[config.mk]
export PLATFORM = sky130hd
export DESIGN_NAME = divf_seq
export DESIGN_NICKNAME = d
export VERILOG_FILES = /design/src/rtl/divf_seq.sv
export SDC_FILE = /design/constraint.sdc
export NUM_CORES = 1
export LEC_CHECK = 0
export CORE_AREA = 2 2 139 141
export DETAILED_ROUTE_END_ITERATION = 6
export DIE_AREA = 0 0 141 143
export GPL_TIMING_DRIVEN = 0
export PLACE_DENSITY_LB_ADDON = 0.15
export SETUP_SLACK_MARGIN = 0.4
export SYNTH_ARGS = -nofsm -noshare
export SYNTH_HDL_FRONTEND = slang
export SYNTH_SLANG_ARGS = --single-unit
[constraint.sdc]
create_clock -name clk -period 9.3 [get_ports clk]
set_input_delay 2.325 -clock clk [delete_from_list [all_inputs] [get_ports clk]]
set_output_delay 2.325 -clock clk [all_outputs]
set_load 0.01 [all_outputs]
[src/rtl/divf_seq.sv]
// ---------------------------------------------------------------------------
// divf_seq : sequential IEEE-754 single-precision divider, q = a / b.
//
// The mantissa quotient comes from restoring division, one bit per clock.
// Latency is fixed (start accepted in cycle 0, done in cycle 28) so that a
// sequencer can schedule results without polling. Subnormal inputs are read
// as signed zero and subnormal results are flushed to signed zero.
//
// Ports:
//   clk       in   rising-edge clock
//   rst_n     in   asynchronous active-low reset
//   start     in   request, sampled only while busy=0 (IDLE or DONE)
//   a, b      in   dividend / divisor, latched on the accepting edge
//   busy      out  operation in progress (PREP and DIV states)
//   done      out  one-cycle pulse; q/flags are valid from this cycle
//   q         out  quotient, held until the next done
//   flags     out  {invalid, div_by_zero, overflow, underflow}, held with q
//   dbg_state out  current FSM state, for checkers
//
// Handshake: start=1 while busy=0 is an accepted request. There is no
// queueing; a start seen while busy=1 is dropped. A start in the done cycle
// is accepted, giving back-to-back issue every 28 cycles.
// ---------------------------------------------------------------------------
module divf_seq #(
    parameter int RND = 1
) (
    input  logic        clk,
    input  logic        rst_n,
    input  logic        start,
    input  logic [31:0] a,
    input  logic [31:0] b,
    output logic        busy,
    output logic        done,
    output logic [31:0] q,
    output logic [3:0]  flags,
    output logic [1:0]  dbg_state
);

    localparam int LAT = 28;
    // Cycle 0 accepts, cycle 1 is PREP, cycles 2..27 are the 26 DIV steps,
    // cycle 28 is DONE. The counter value of the final DIV step:
    localparam logic [4:0] DIV_LAST = 5'(LAT - 3);

    // Rounding and packing happen on the edge that leaves the last DIV step,
    // so the NORM work is folded into that transition rather than taking a
    // cycle of its own; this keeps the 28-cycle latency.
    localparam logic [1:0] S_IDLE = 2'd0;
    localparam logic [1:0] S_PREP = 2'd1;
    localparam logic [1:0] S_DIV  = 2'd2;
    localparam logic [1:0] S_DONE = 2'd3;

    localparam logic [31:0] QNAN = 32'h7FC0_0000;

    logic [1:0]        r_state;
    logic [31:0]       r_a;
    logic [31:0]       r_b;
    logic              r_sign;
    logic signed [9:0] r_exp;
    logic [24:0]       r_rem;
    logic [23:0]       r_mb;
    logic [24:0]       r_quo;
    logic [4:0]        r_cnt;
    logic              r_spec;
    logic [31:0]       r_spec_q;
    logic [3:0]        r_spec_f;
    logic [31:0]       r_q;
    logic [3:0]        r_flags;

    // ---------------- operand classification (from latched a/b) ----------
    logic [7:0]  w_ea, w_eb;
    logic [22:0] w_fa, w_fb;
    logic        w_a_zero, w_a_inf, w_a_nan, w_a_snan;
    logic        w_b_zero, w_b_inf, w_b_nan, w_b_snan;
    logic        w_sign;
    logic        w_spec;
    logic [31:0] w_spec_q;
    logic [3:0]  w_spec_f;

    always_comb begin
        w_ea     = r_a[30:23];
        w_eb     = r_b[30:23];
        w_fa     = r_a[22:0];
        w_fb     = r_b[22:0];
        w_sign   = r_a[31] ^ r_b[31];
        // Exponent 0 covers both true zero and subnormals (flush-to-zero).
        w_a_zero = (w_ea == 8'h00);
        w_b_zero = (w_eb == 8'h00);
        w_a_inf  = (w_ea == 8'hFF) && (w_fa == 23'd0);
        w_b_inf  = (w_eb == 8'hFF) && (w_fb == 23'd0);
        w_a_nan  = (w_ea == 8'hFF) && (w_fa != 23'd0);
        w_b_nan  = (w_eb == 8'hFF) && (w_fb != 23'd0);
        w_a_snan = w_a_nan && !w_fa[22];
        w_b_snan = w_b_nan && !w_fb[22];

        w_spec   = 1'b1;
        w_spec_q = 32'd0;
        w_spec_f = 4'd0;
        if (w_a_nan || w_b_nan) begin
            w_spec_q = QNAN;
            w_spec_f = {(w_a_snan || w_b_snan), 3'b000};
        end else if ((w_a_zero && w_b_zero) || (w_a_inf && w_b_inf)) begin
            w_spec_q = QNAN;
            w_spec_f = 4'b1000;
        end else if (w_b_zero) begin
            // Infinite dividend over zero is an exact infinity, not a div-by-zero.
            w_spec_q = {w_sign, 8'hFF, 23'd0};
            w_spec_f = {1'b0, !w_a_inf, 2'b00};
        end else if (w_a_inf) begin
            w_spec_q = {w_sign, 8'hFF, 23'd0};
        end else if (w_b_inf || w_a_zero) begin
            w_spec_q = {w_sign, 31'd0};
        end else begin
            w_spec   = 1'b0;
        end
    end

    // ---------------- one restoring-division step -------------------------
    // The remainder stays below 2*mb, so a single compare/subtract per cycle
    // yields one quotient bit; the first bit produced has weight 2^25.
    logic        w_ge;
    logic [24:0] w_rem_sub;
    logic [25:0] w_quo;

    always_comb begin
        w_ge      = (r_rem >= {1'b0, r_mb});
        w_rem_sub = w_ge ? (r_rem - {1'b0, r_mb}) : r_rem;
        w_quo     = {r_quo, w_ge};
    end

    // ---------------- normalise, round, pack (final DIV step) -------------
    logic [22:0]       w_frac;
    logic              w_guard;
    logic              w_sticky;
    logic              w_lsb;
    logic              w_inc;
    logic [23:0]       w_frac_inc;
    logic signed [9:0] w_exp1;
    logic signed [9:0] w_exp2;
    logic [31:0]       w_res_q;
    logic [3:0]        w_res_f;

    always_comb begin
        // The hidden bit is implied by w_quo[25] or w_quo[24]; only the
        // fraction below it is carried forward.
        if (w_quo[25]) begin
            w_frac   = w_quo[24:2];
            w_guard  = w_quo[1];
            w_sticky = w_quo[0] | (w_rem_sub != 25'd0);
            w_exp1   = r_exp;
        end else begin
            w_frac   = w_quo[23:1];
            w_guard  = w_quo[0];
            w_sticky = (w_rem_sub != 25'd0);
            w_exp1   = r_exp - 10'sd1;
        end
        w_lsb      = w_frac[0];
        w_inc      = (RND != 0) && w_guard && (w_sticky || w_lsb);
        // A carry out of the fraction means 1.111..1 rounded to 10.0: the
        // fraction wraps to zero and the exponent bumps by one.
        w_frac_inc = {1'b0, w_frac} + {23'd0, w_inc};
        w_exp2     = w_exp1 + {9'd0, w_frac_inc[23]};

        w_res_q = {r_sign, w_exp2[7:0], w_frac_inc[22:0]};
        w_res_f = 4'd0;
        if (r_spec) begin
            w_res_q = r_spec_q;
            w_res_f = r_spec_f;
        end else if (w_exp2 >= 10'sd255) begin
            w_res_q = (RND != 0) ? {r_sign, 8'hFF, 23'd0} : {r_sign, 31'h7F7F_FFFF};
            w_res_f = 4'b0010;
        end else if (w_exp2 <= 10'sd0) begin
            w_res_q = {r_sign, 31'd0};
            w_res_f = 4'b0001;
        end
    end

    // ---------------- control and datapath registers ----------------------
    always_ff @(posedge clk or negedge rst_n) begin
        if (!rst_n) begin
            r_state  <= S_IDLE;
            r_a      <= 32'd0;
            r_b      <= 32'd0;
            r_sign   <= 1'b0;
            r_exp    <= 10'sd0;
            r_rem    <= 25'd0;
            r_mb     <= 24'd0;
            r_quo    <= 25'd0;
            r_cnt    <= 5'd0;
            r_spec   <= 1'b0;
            r_spec_q <= 32'd0;
            r_spec_f <= 4'd0;
            r_q      <= 32'd0;
            r_flags  <= 4'd0;
        end else begin
            case (r_state)
                S_IDLE, S_DONE: begin
                    if (start) begin
                        r_a     <= a;
                        r_b     <= b;
                        r_state <= S_PREP;
                    end else begin
                        r_state <= S_IDLE;
                    end
                end
                S_PREP: begin
                    r_sign   <= w_sign;
                    r_exp    <= $signed({2'b00, w_ea}) - $signed({2'b00, w_eb}) + 10'sd127;
                    r_rem    <= {2'b01, w_fa};
                    r_mb     <= {1'b1, w_fb};
                    r_quo    <= 25'd0;
                    r_cnt    <= 5'd0;
                    r_spec   <= w_spec;
                    r_spec_q <= w_spec_q;
                    r_spec_f <= w_spec_f;
                    r_state  <= S_DIV;
                end
                S_DIV: begin
                    r_rem <= {w_rem_sub[23:0], 1'b0};
                    r_quo <= w_quo[24:0];
                    r_cnt <= r_cnt + 5'd1;
                    if (r_cnt == DIV_LAST) begin
                        r_q     <= w_res_q;
                        r_flags <= w_res_f;
                        r_state <= S_DONE;
                    end
                end
                default: r_state <= S_IDLE;
            endcase
        end
    end

    assign busy      = (r_state == S_PREP) || (r_state == S_DIV);
    assign done      = (r_state == S_DONE);
    assign q         = r_q;
    assign flags     = r_flags;
    assign dbg_state = r_state;

endmodule

==> results.txt, run 1 <==
The site row count is 50. The H-tree depth reported by CTS is 4. The number of unique standard cell types used by synthesis is 79. For this run, the post-layout net count is ~1500.

The x dimension of the die is between 100 and 150 µm. The effective utilization at floorplan came out at 0.619. The number of max-slew violations in the final report came to 0. The detailed-route vias per instance is 6.06. In this run the clock root is driven by a clkbuf_16. Of the total power, the share spent switching nets is 0.471. The largest individual stage delay along the critical path comes from the cell nor4_1. The fraction of final layout cells with drive strength greater than 1 is 0.106.

Dividing the final minimum period by the clock period gives 0.645. The biggest fanout along the worst timing path is 10. The weighted congestion reported at the end of routability-driven placement is 0.944.

The per-instance average area after synthesis is 9.34 µm². The tree built by TritonCTS fans out to 198 sinks. The I/O pin total came out at 107. The number of endpoints failing setup at the final stage came out at 0. Of all cell types, the one taking the most synthesized area is dfrtp_1. The maximum clock skew at final layout came out at 0.0126 ns. Static timing analysis puts the maximum clock frequency at between 150 and 200 MHz. The share of the Yosys chip area taken by registers is 0.431. The critical path data arrival time is ~6.3 ns. STA classifies the critical path endpoint as a flip-flop. The area growth from synthesis to layout came out at 17.7%. Entering global routing, the biggest net connects 126 pins. Measured against its own limit, the worst slew margin works out to 0.490. The clock share of power is 0.150. The commonest cells after synthesis are dfrtp_1 (198), nand2_1 (179), o21ai_0 (110). Dividing the detail-routed wire length by the instance count gives 18.1 µm. The total power consumption of the routed design is slightly above 5 mW. The proportion of synthesized flip-flops having asynchronous set or reset is 1.00.

The combinational fraction of design power is 0.564. The leakage component of the power came out at 5.61 nW. The top cell family by delay on the critical path is compound AO/OA/AOI/OAI gates. For this block, the initial DRC count from the detailed router was between 600 and 700. The number of max-cap violations is 0. The top-area cell type share of the netlist area is 0.431. The time the worst path needs with I/O delays and setup is 5.99 ns. The quantity of gates resized following cts came out at 0. After synthesis the netlist holds a flip-flop and latch count of around 200.

The final antenna diode count is 0. The total wire length after detailed routing came out at a little under 30000 µm. The die covers 0.0202 mm².

The worst hold slack across all endpoints is around 0.48 ns. Across the VDD grid, the largest voltage drop is 0.213 mV. The global-route total usage across every layer came out at 0.294. The yosys synthesis warning count came out at 0. The worst setup path is of the flip-flop to flip-flop kind. The number of buffers and inverters on the critical path is 0. The post-CTS repair timing setup buffer count came out at 0. On the worst path, the slowest cell contributes a delay of 0.51 ns.

The post-cts hold buffer count is 0. The number of DRC violations after detailed routing is 0. The wire length of the first global-routing pass came out at 46600 µm. The pin slew with the least headroom to its limit came out at 0.766 ns.

For this design the total switching power over the nets is 2.40 mW. The count of nets left with antenna violations after detail routing came out at 0. STA classifies the critical path startpoint as a flip-flop. In this run, placement finished with an instance count of 1574.

The final hold violation count was 0. Buffers inserted during clock tree synthesis total 17. Clock latency on the worst-skew pair, taken at its later pin, is roughly 0.45 ns.

The power per cell area is 377 mW/mm². After clock tree synthesis, the clock-pin slew on the worst setup and hold paths is around 0.08 ns. In the synthesized netlist the dominant register cell turns out to be dfrtp_1.

By area the synthesized netlist is led by dfrtp_1 (43%), mux2_2 (7.5%), nand2_1 (5.8%). Detailed routing inserted a total of 9734 vias. The count of input and output buffers is 106. Setup repair after global routing left no endpoint under its margin. The tightest min-delay check is of the flip-flop to flip-flop type. Traced cell by cell, the critical path runs through ha_1 > nand2_1 > a211oi_1 > o21ai_1 > o21ai_1 > a41oi_1 > a21oi_2 > o211ai_2 > nor4_1 > and3b_1 > ha_1 > ha_1 > nor3_1 > a21oi_1 > xor2_1 > nand2_1 > nor4_1 > nand4_1 > o21ai_1 > o21ai_0 > o21a_1.

The worst-case setup slack after placement came out at about 3.5 ns. The internal power came out at 2.70 mW. The final global-route overflow total came out at 0. The synthesized netlist cell count came out at 1232.

The total core area came out at about 0.019 mm². The worst-case clock buffer depth is 2. The worst endpoint required time came out at 9.63 ns. The HPWL reported at the end of detailed placement came out at ~22000 µm.

TritonCTS built the clock tree. The number of flops mapped to enable cells by yosys is 0. dfrtp_1 is the most common cell in the netlist. The vertical die dimension came out at 143 µm.

The fraction of power consumed by sequential logic came out at 0.286. The minimum setup slack in the final design is 3.31 ns. The synthesized netlist net count came out at 1343. The number of global-route vias before repair is 9211.

The number of antenna violations at the first check in global routing came out at 0. The first detailed-routing pass took 5 iterations. The mapped netlist covers ~0.012 mm². The run finished with clean final reports.

The final non-filler cell total came out at 1606.
## power by group through the flow
stage | Sequential, mW | Clock (mW) | Combinational, mW
after global placement | 1.45 | 0 | 2.74
after global routing | 1.49 | 0.803 | 3.17
final | 1.46 | 0.763 | 2.88
after CTS | 1.45 | 0.770 | 2.85
after detailed placement | 1.46 | 0 | 2.82
after floorplan | 1.36 | 0 | 2.14
## cells by family after synthesis
logic type / share of synthesized area
buffers and inverters: 0.0447
adder cells (fa/ha/maj): 0.0492
flip-flops: 0.431
multiplexers: 0.0957
AND/OR/NAND/NOR: 0.164
AO/OA/AOI/OAI: 0.161
XOR/XNOR: 0.0555
## worst register-to-register path, stage by stage, from the launching register on
cell and delay [ns]:
dfrtp_1 0.45, ha_1 0.37, nand2_1 0.15, a211oi_1 0.36, o21ai_1 0.16, o21ai_1 0.27, a41oi_1 0.35, a21oi_2 0.48
o211ai_2 0.26, nor4_1 0.51, and3b_1 0.26, ha_1 0.22, ha_1 0.27, nor3_1 0.08, a21oi_1 0.16, xor2_1 0.24
nand2_1 0.08, nor4_1 0.19, nand4_1 0.19, o21ai_1 0.50, o21ai_0 0.19, o21a_1 0.13
## metal layers
layer / share of wire / vias to the layer above / track usage
met3: 0.052 / 61 / 0.0382
li1: - / 4621 / -
met2: 0.49 / 327 / 0.507
met1: 0.42 / 4725 / 0.380
met4: 0.034 / 0 / 0.116
met5: 0 / - / 0
## cells in the final DEF (no fill, tap or decap), types with 8 or more instances in the layout
cell type and instances:
o21ai_2 11, clkbuf_1 56, nor3_1 17, xor2_1 24, and3_1 11, a31oi_1 9
dfrtp_1 198, inv_8 8, mux2i_1 22, nor2_1 60, nor4_1 26, inv_1 56
nand2_1 179, xnor2_1 47, clkbuf_16 17, nand4_1 15, clkdlybuf4s50_1 105, mux2_2 77
nand3_1 33, o21ai_0 110, nand2b_1 9, ha_1 42, a22o_1 20, a21oi_1 70
## flip-flops by register name (all words and copies together) (netlist names)
register   flops
q             32
r_a           32
r_b           32
r_quo         25
r_rem         25
r_mb          24
r_exp         10
r_cnt          5
flags          4
r_spec_q       3
dbg_state      2
r_spec_f       2
r_sign         1
r_spec         1
## final cells by class
cell class | instances | area (µm²)
Buffer | 68 | 292
Fill cell | 1399 | 5040
Sequential cell | 198 | 4950
Clock buffer | 17 | 425
Multi-Input combinational cell | 908 | 6040
Tap cell | 234 | 293
Clock inverter | 15 | 195
Inverter | 58 | 223
Timing Repair Buffer | 108 | 1120
## metrics by stage
step           TNS, ns   util  instance area, µm²
6_report             0  0.729               13500
5_1_grt              0  0.729               13500
4_1_cts              0  0.729               13500
3_5_place_dp         0  0.695               12900
3_3_place_gp   -408.06  0.692               12900
2_1_floorplan        0      -               11500
## worst paths after layout
path / slack (ns) / endpoint / cells after the start / from
min reg2reg: 0.48 / r_mb[23] / 1 / r_mb[23]
max in group asynchronous: 6.58 / r_b[27] / 3 / rst_n
min: 0.48 / r_mb[23] / 1 / r_mb[23]
max: 3.31 / q[22] / 21 / r_rem[3]
max reg2reg: 3.31 / q[22] / 21 / r_rem[3]
min in group asynchronous: 1.93 / q[3] / 2 / rst_n
Note: power is estimated with default switching activity, not from simulation.
==> run 2, diff against run 1 <==
--- a/config.mk
+++ b/config.mk
@@ -5,9 +5,9 @@
 export SDC_FILE = /design/constraint.sdc
 export NUM_CORES = 1
 export LEC_CHECK = 0
-export CORE_AREA = 2 2 139 141
+export CORE_AREA = 2 2 151 153
 export DETAILED_ROUTE_END_ITERATION = 6
-export DIE_AREA = 0 0 141 143
+export DIE_AREA = 0 0 153 155
 export GPL_TIMING_DRIVEN = 0
 export PLACE_DENSITY_LB_ADDON = 0.15
 export SETUP_SLACK_MARGIN = 0.4
==> constraint.sdc (replaced) <==
create_clock -name clk -period 5.3 [get_ports clk]
set_input_delay 1.325 -clock clk [delete_from_list [all_inputs] [get_ports clk]]
set_output_delay 1.325 -clock clk [all_outputs]
set_load 0.01 [all_outputs]
==> run 2 against run 1 <==
Net effect:
- sequential share of layout area is 1.0 points lower
- final cell count is 4.2% higher
- count of clock-buffer cells in the layout stayed put
- register-to-register slack worse by 2.7 ns
- combinational power is 88% higher
- non-clock buffer count is 17 higher
- critical endpoint is now q[20]
- highest routed layer unchanged
==> results.txt, run 2 (same netlist as run 1, synthesis figures left out) <==
The run finished with clean final reports. Derived from the worst setup path, the maximum achievable clock frequency is approximately 210 MHz. The wire-length estimate of the detail-placed layout is 22200 µm. The number of global-route vias before repair came out at around 9500. In the global route stage, overall resource usage came out at 0.256. Across the run, the number of max-cap violations was 0. The clock share of power is 0.142. The startpoint of the worst-slack reg-to-reg timing path is r_rem[14]. The net switching power is 4.36 mW. The fraction of final layout cells with drive strength greater than 1 is 0.144. The number of antenna diodes in the final layout is 0.

The combinational fraction of design power came out at 0.581. The total wire length after detailed routing came out at 30300 µm. The time the worst path needs with I/O delays and setup came out at roughly 4.7 ns. In this run the static leakage power is 5.73 nW. After filler insertion, the fill cell instance count of the layout stands at 1872. The final non-filler cell total came out at 1674. Setup repair after global routing could not meet its margin everywhere. The number of endpoints failing setup at the final stage is 0.

After clock tree synthesis, the clock-pin slew on the worst setup and hold paths is ~0.080 ns. Data on the critical path arrives at its endpoint at 5.07 ns. The final hold violation count is 0.

In the final routed layout, each cell accounts on average for approximately 18 µm. The I/O pin total came out at between 100 and 150. The worst hold slack across all endpoints came out at 0.478 ns. The most common cell after layout, fill and taps aside is dfrtp_1. The number of hold buffers added after CTS was 0.

The congestion estimate from routability-driven global placement came to around 0.93. The worst endpoint required time came out at 5.63 ns. Of the total power, registers draw 0.277. The worst hold path begins at flags[3].

The die is 155 µm tall. In this run the core area contains 55 standard-cell rows. The first global-routing pass estimated 48900 µm of wire. The number of clock sinks came out at 198.

The worst setup path is captured at a flip-flop. IR analysis of the VDD net gives a maximum drop of about 0.32 mV. The final core area utilization came out at 0.628. The total CTS buffers came out at 17.

The count of nets left with antenna violations after detail routing came out at 0. Clock tree synthesis selected as its root buffer the cell clkbuf_16. TritonCTS built the clock tree. The detailed-route vias per instance came out at 5.82. The area growth from synthesis to layout is 21.3%. The final global-route overflow total is 0. Cell internal power was estimated by the tool at 4.96 mW. The initial DRC count came out at 521. Entering global routing, the biggest net connects 119 pins. The worst min-delay path class is flip-flop to flip-flop. The critical path is of the flip-flop to flip-flop type.

Power spread over the standard cell area amounts to 668 mW/mm². The pin slew with the least headroom to its limit is 0.876 ns. The ratio of final minimum period to clock period came out at 0.894. The core region is 0.0222 mm². Of the total power, the share spent switching nets is 0.468. Port buffering added 106 buffers. The final-stage net count came out at about 1500. The H-tree depth reported by CTS came out at 4. The effective utilization at floorplan is 0.518. The worst-case clock buffer depth is 2. The die footprint is 0.0237 mm². The count of placed standard cells including taps came out at 1624. The number of DRC violations after detailed routing is 0. The vias after detailed routing is slightly below 10000. The first detailed-routing pass ran for 5 iterations. The biggest fanout along the worst timing path is 10. The most critical setup path has its startpoint at r_rem[14].

The type of element launching the critical path is a flip-flop. The total power consumption of the routed design is a little over 9 mW. The number of max-slew violations in the final report is 0.

The worst-skew pair later-pin latency is 0.45 ns. The x dimension of the die came out at 153 µm. The clock arrives with 0.0121 ns of skew.

The number of antenna violations at the first check in global routing was 0. Leaving out fill and tap cells, the most frequent cells in the layout are dfrtp_1 (194), nand2_1 (178), o21ai_0 (109), clkdlybuf4s50_1 (105), mux2_2 (77). In this run the tightest slew margin relative to its limit is 0.416.
## run 2: layer usage
metal	vias to the layer above	GRT usage	share of wire
li1	4664	-	-
met1	4695	0.345	0.43
met2	320	0.433	0.49
met3	66	0.0354	0.053
met4	0	0.0807	0.023
met5	-	0	0
## run 2: critical path, stage by stage (launching register included)
cell	delay (ns)
dfrtp_1	0.46
ha_4	0.30
a21oi_1	0.20
o21ai_0	0.16
o31ai_1	0.27
nand2_1	0.16
a41oi_4	0.30
a21oi_4	0.13
o211ai_4	0.33
nor4_4	0.08
and3b_2	0.25
ha_4	0.18
ha_4	0.17
nor3_1	0.16
a21oi_1	0.07
xor2_1	0.22
nand2_1	0.09
nor4_1	0.18
nand4_1	0.19
and4_4	0.26
buf_6	0.15
inv_6	0.08
buf_12	0.13
o21ai_2	0.06
## run 2: final cells by class
class / instances / area [µm²] / share of cell area
inverter: 58 / 223 / 0.0160
clock inverter: 15 / 169 / 0.0121
sequential: 198 / 4960 / 0.356
tap: 285 / 357 / 0.0256
timing repair buffer: 125 / 1230 / 0.0881
clock buffer: 17 / 425 / 0.0305
buffer: 68 / 307 / 0.0220
multi-input combinational: 908 / 6280 / 0.450
## run 2: final timing paths
| kind | to | slack [ns] | cells past startpoint |
|---|---|---|---|
| max in group asynchronous | r_rem[4] | 3.41 | 2 |
| min reg2reg | flags[3] | 0.48 | 2 |
| max reg2reg | q[20] | 0.56 | 23 |
| max | q[20] | 0.56 | 23 |
| min | flags[3] | 0.48 | 2 |
| min in group asynchronous | q[4] | 0.96 | 1 |
## run 2: power groups by stage
stage / sequential (mW) / combinational, mW / clock [mW]
after global routing: 2.64 / 5.97 / 1.40
after CTS: 2.55 / 5.15 / 1.34
after global placement: 2.56 / 4.84 / 0
after detailed placement: 2.57 / 4.94 / 0
after floorplan: 2.39 / 3.75 / 0
final: 2.58 / 5.41 / 1.33
## run 2: metrics by stage
step,setup slack [ns],instance area [µm²],TNS (ns)
after detailed placement,-0.523,13000,-12.33
final,0.560,14000,0
after CTS,0.408,13700,0
after floorplan,0.653,11500,0
after global routing,0.331,14000,0
after global placement,-5.34,12900,-1064.02
## run 2: repair_timing
action	4_1_cts	5_1_grt
setup buffers	4	14
gates resized for setup	26	31
endpoints found under the hold margin	0	0
setup endpoints to repair	33	32
pin swaps	4	11
==> run 3, diff against run 2 <==
--- a/config.mk
+++ b/config.mk
@@ -5,12 +5,13 @@
 export SDC_FILE = /design/constraint.sdc
 export NUM_CORES = 1
 export LEC_CHECK = 0
-export CORE_AREA = 2 2 151 153
+export CORE_AREA = 3 3 152 154
 export DETAILED_ROUTE_END_ITERATION = 6
-export DIE_AREA = 0 0 153 155
+export DIE_AREA = 0 0 155 157
 export GPL_TIMING_DRIVEN = 0
 export PLACE_DENSITY_LB_ADDON = 0.15
 export SETUP_SLACK_MARGIN = 0.4
+export SLEW_MARGIN = 20
 export SYNTH_ARGS = -nofsm -noshare
 export SYNTH_HDL_FRONTEND = slang
 export SYNTH_SLANG_ARGS = --single-unit
==> run 3 against run 2 <==
Net effect:
- utilization grew 1.9 points
- wire length grew 0.41%
- register-to-register slack lost 0.10 ns
- via count shrank 0.83%
- combinational power grew 3%
- final cell count grew 0.18%
- cell area grew 1.1%
- power grew 1.7%
- global-route usage shrank 0.91 points
- clock power is essentially flat
- critical path depth is the same
- largest power group unchanged
- highest routed layer unchanged
==> results.txt, run 3 (same netlist as run 1, synthesis figures left out) <==
The flow ran to the end, and the final reports show no timing, DRC or antenna violations. The pre-antenna-repair detailed-routing pass consisted of 7 iterations. STA classifies the critical path endpoint as a flip-flop.

Using the TritonRoute via totals, the vias-per-cell ratio works out to 5.76. The number of max-slew violations in the final report is 0. The biggest fanout along the worst timing path is 10.

The count of placed standard cells including taps came out at 1620. The ratio of final minimum period to clock period came out at 0.913. For flop-to-flop paths, the worst setup slack is between 0.4 and 0.5 ns.

The HPWL reported at the end of detailed placement is around 23000 µm. The effective utilization at floorplan came out at 0.527. 0 antenna diodes ended up in the layout. In the final layout, the multi-input gates occupy between 0.006 and 0.007 mm². The analysis attributes to cell leakage a power of 5.80 nW. For hold timing, the worst endpoint is flags[3]. The post-cts hold buffer count is 0. The hold path startpoint is flags[3].

Timing would allow up to 207 MHz. The clock reaches the later pin of the worst-skew pair after approximately 0.43 ns. For the pin with the worst max-slew slack, the measured transition is ~0.75 ns. The worst pin sits at a relative slew slack of 0.499.

The maximum clock skew at final layout is 0.0108 ns. The number of endpoints failing setup at the final stage came out at 0. IR analysis of the VDD net gives a maximum drop of 0.369 mV. The count of nets left with antenna violations after detail routing is 0. The final hold violation count came out at 0.

The fraction of final layout cells with drive strength greater than 1 came out at 0.155. The final layout contains routed wiring with a total length of 30400 µm. The kind of critical path is flip-flop to flip-flop.

The vertical die dimension came out at 157 µm. The top cell types in the final layout, fill and taps aside, are dfrtp_1 (192), nand2_1 (178), o21ai_0 (108), clkdlybuf4s50_1 (105), mux2_2 (77). From left edge to right edge, the die measures 155 µm. The first global-routing pass estimated 48100 µm of wire. Leaving out fill and tap cells, the most frequent cell in the layout is dfrtp_1. The vias after detailed routing came out at a little under 10000.

The die footprint came out at 0.0243 mm². The area growth from synthesis to layout is 22.6%. The congestion estimate from routability-driven global placement came to 0.942. The H-tree was split into 4 levels. The minimum setup slack in the final design came out at ~0.46 ns. The detail-routed net length per standard cell is 18.1 µm.

The tree is rooted in a clkbuf_16. The worst hold path passes through 2 cells. The site row count came out at between 50 and 60. The worst-case clock buffer depth came out at 2. The final core area utilization is 0.647. The clock tree from TritonCTS is built. The tightest hold path in the finished design has a slack of 0.464 ns. At the placement stage, the worst setup path has a slack of -0.682 ns. The number of antenna violations at the first check in global routing came out at 0. The initial DRC count is 628. The final global-route overflow total is 0.

Power spread over the standard cell area amounts to ~670 mW/mm². The final-stage net count came out at 1496. At the worst endpoint, the arrival time is 5.16 ns. The global-route total usage across every layer is 0.247. The count of cells in the finished layout, fillers not included, comes to between 1500 and 2000. The layout filler cell count is between 1500 and 2000. For the worst flop-to-flop path, the logic depth is 23.

After clock tree synthesis, the clock-pin slew on the worst setup and hold paths is ~0.070 ns. Setup repair after global routing could not meet its margin everywhere. The number of global-route vias before repair came out at 9269. At the worst endpoint, the required time is 5.62 ns. The largest net degree at the start of global routing came out at a little under 100. During I/O placement, the number of pins put on the boundary was 107.

The type of element launching the critical path is a flip-flop. Buffers inserted during clock tree synthesis total 17. In the final layout, flip-flops and latches occupy 0.00496 mm². The total core area came out at approximately 0.022 mm². The worst path in the final design needs a cycle of 4.84 ns, including I/O delays and setup. After detailed routing, the number of remaining DRC violations is 0. In this run the critical register-to-register path is captured at q[20]. The number of max-cap violations came out at 0. The worst min-delay path class is flip-flop to flip-flop. The number of clock sinks came out at between 150 and 200. Buffers placed on the I/O ports in this run total 106. After routing, the total negative slack on setup checks comes to 0 ns. The startpoint identified for the worst register-to-register timing path is r_rem[8].
-- run 3: changes by cell type in the layout (fill, tap and decap cells not counted), sizes merged --
cell | previous run | this run
buf | 33 | 40
bufinv | 0 | 3
clkbuf | 72 | 73
clkinv | 4 | 6
clkinvlp | 0 | 2
inv | 69 | 61
o211ai | 7 | 8
-- run 3: area by class of cell --
class | count | area share
Tap cell | 280 | 0.0248
Sequential cell | 198 | 0.352
Timing Repair Buffer | 133 | 0.0928
Inverter | 58 | 0.0158
Clock inverter | 14 | 0.0124
Clock buffer | 17 | 0.0301
Buffer | 68 | 0.0214
Multi-Input combinational cell | 909 | 0.451
-- run 3: repair_timing --
| item | in CTS | in global routing |
|---|---|---|
| resized for setup | 25 | 41 |
| setup buffers | 10 | 15 |
| endpoints found under the setup margin | 33 | 32 |
| pin swaps | 6 | 15 |
| cloned | 0 | 1 |
-- run 3: per-layer routing --
metal  part of all wire  vias to the layer above  global-route usage  routed length [µm]
li1                   -                     4691                   -                   -
met1               0.43                     4610               0.323               13000
met2               0.48                      293               0.411               14500
met3              0.057                       70              0.0421                1750
met4              0.040                        0               0.101                1200
met5                  0                        -                   0                   0
-- run 3: where the power goes --
| part | total, mW | switching [mW] | internal [mW] |
|---|---|---|---|
| combinational | 5.55 | 3.19 | 2.36 |
| clock | 1.34 | 0.595 | 0.747 |
| sequential | 2.59 | 0.526 | 2.06 |
-- run 3: how the worst max path moves through the flow --
stage / start / endpoint / slack, ns / cells past startpoint
final: r_rem[8] / q[20] / 0.46 / 23
after global routing: r_rem[0] / q[19] / 0.28 / 24
after CTS: r_rem[1] / q[20] / 0.41 / 23
after detailed placement: r_rem[4] / q[22] / -0.68 / 21
after global placement: rst_n / r_b[5] / -5.31 / 1
after floorplan: r_rem[2] / q[22] / 0.65 / 21
-- run 3: critical path: stages (launching register included) --
cell,delay [ns]
dfrtp_1,0.44
ha_1,0.39
a21oi_2,0.21
o21ai_2,0.09
a21boi_0,0.23
o21ai_2,0.12
a41oi_4,0.33
a21oi_4,0.13
o211ai_4,0.29
nor4_4,0.08
and3b_2,0.25
ha_4,0.17
ha_4,0.16
nor3_1,0.16
a21oi_1,0.07
xor2_1,0.23
nand2_1,0.10
nor4_2,0.31
nand4_1,0.26
and4_4,0.27
buf_6,0.15
inv_6,0.08
buf_12,0.13
o21ai_2,0.06
-- run 3: per-stage QoR --
stage	power, mW	instance area [µm²]
CTS	9.11	13800
detailed placement	7.53	13000
global route	10.2	14100
global placement	7.42	12900
finish	9.48	14100
floorplan	6.14	11500
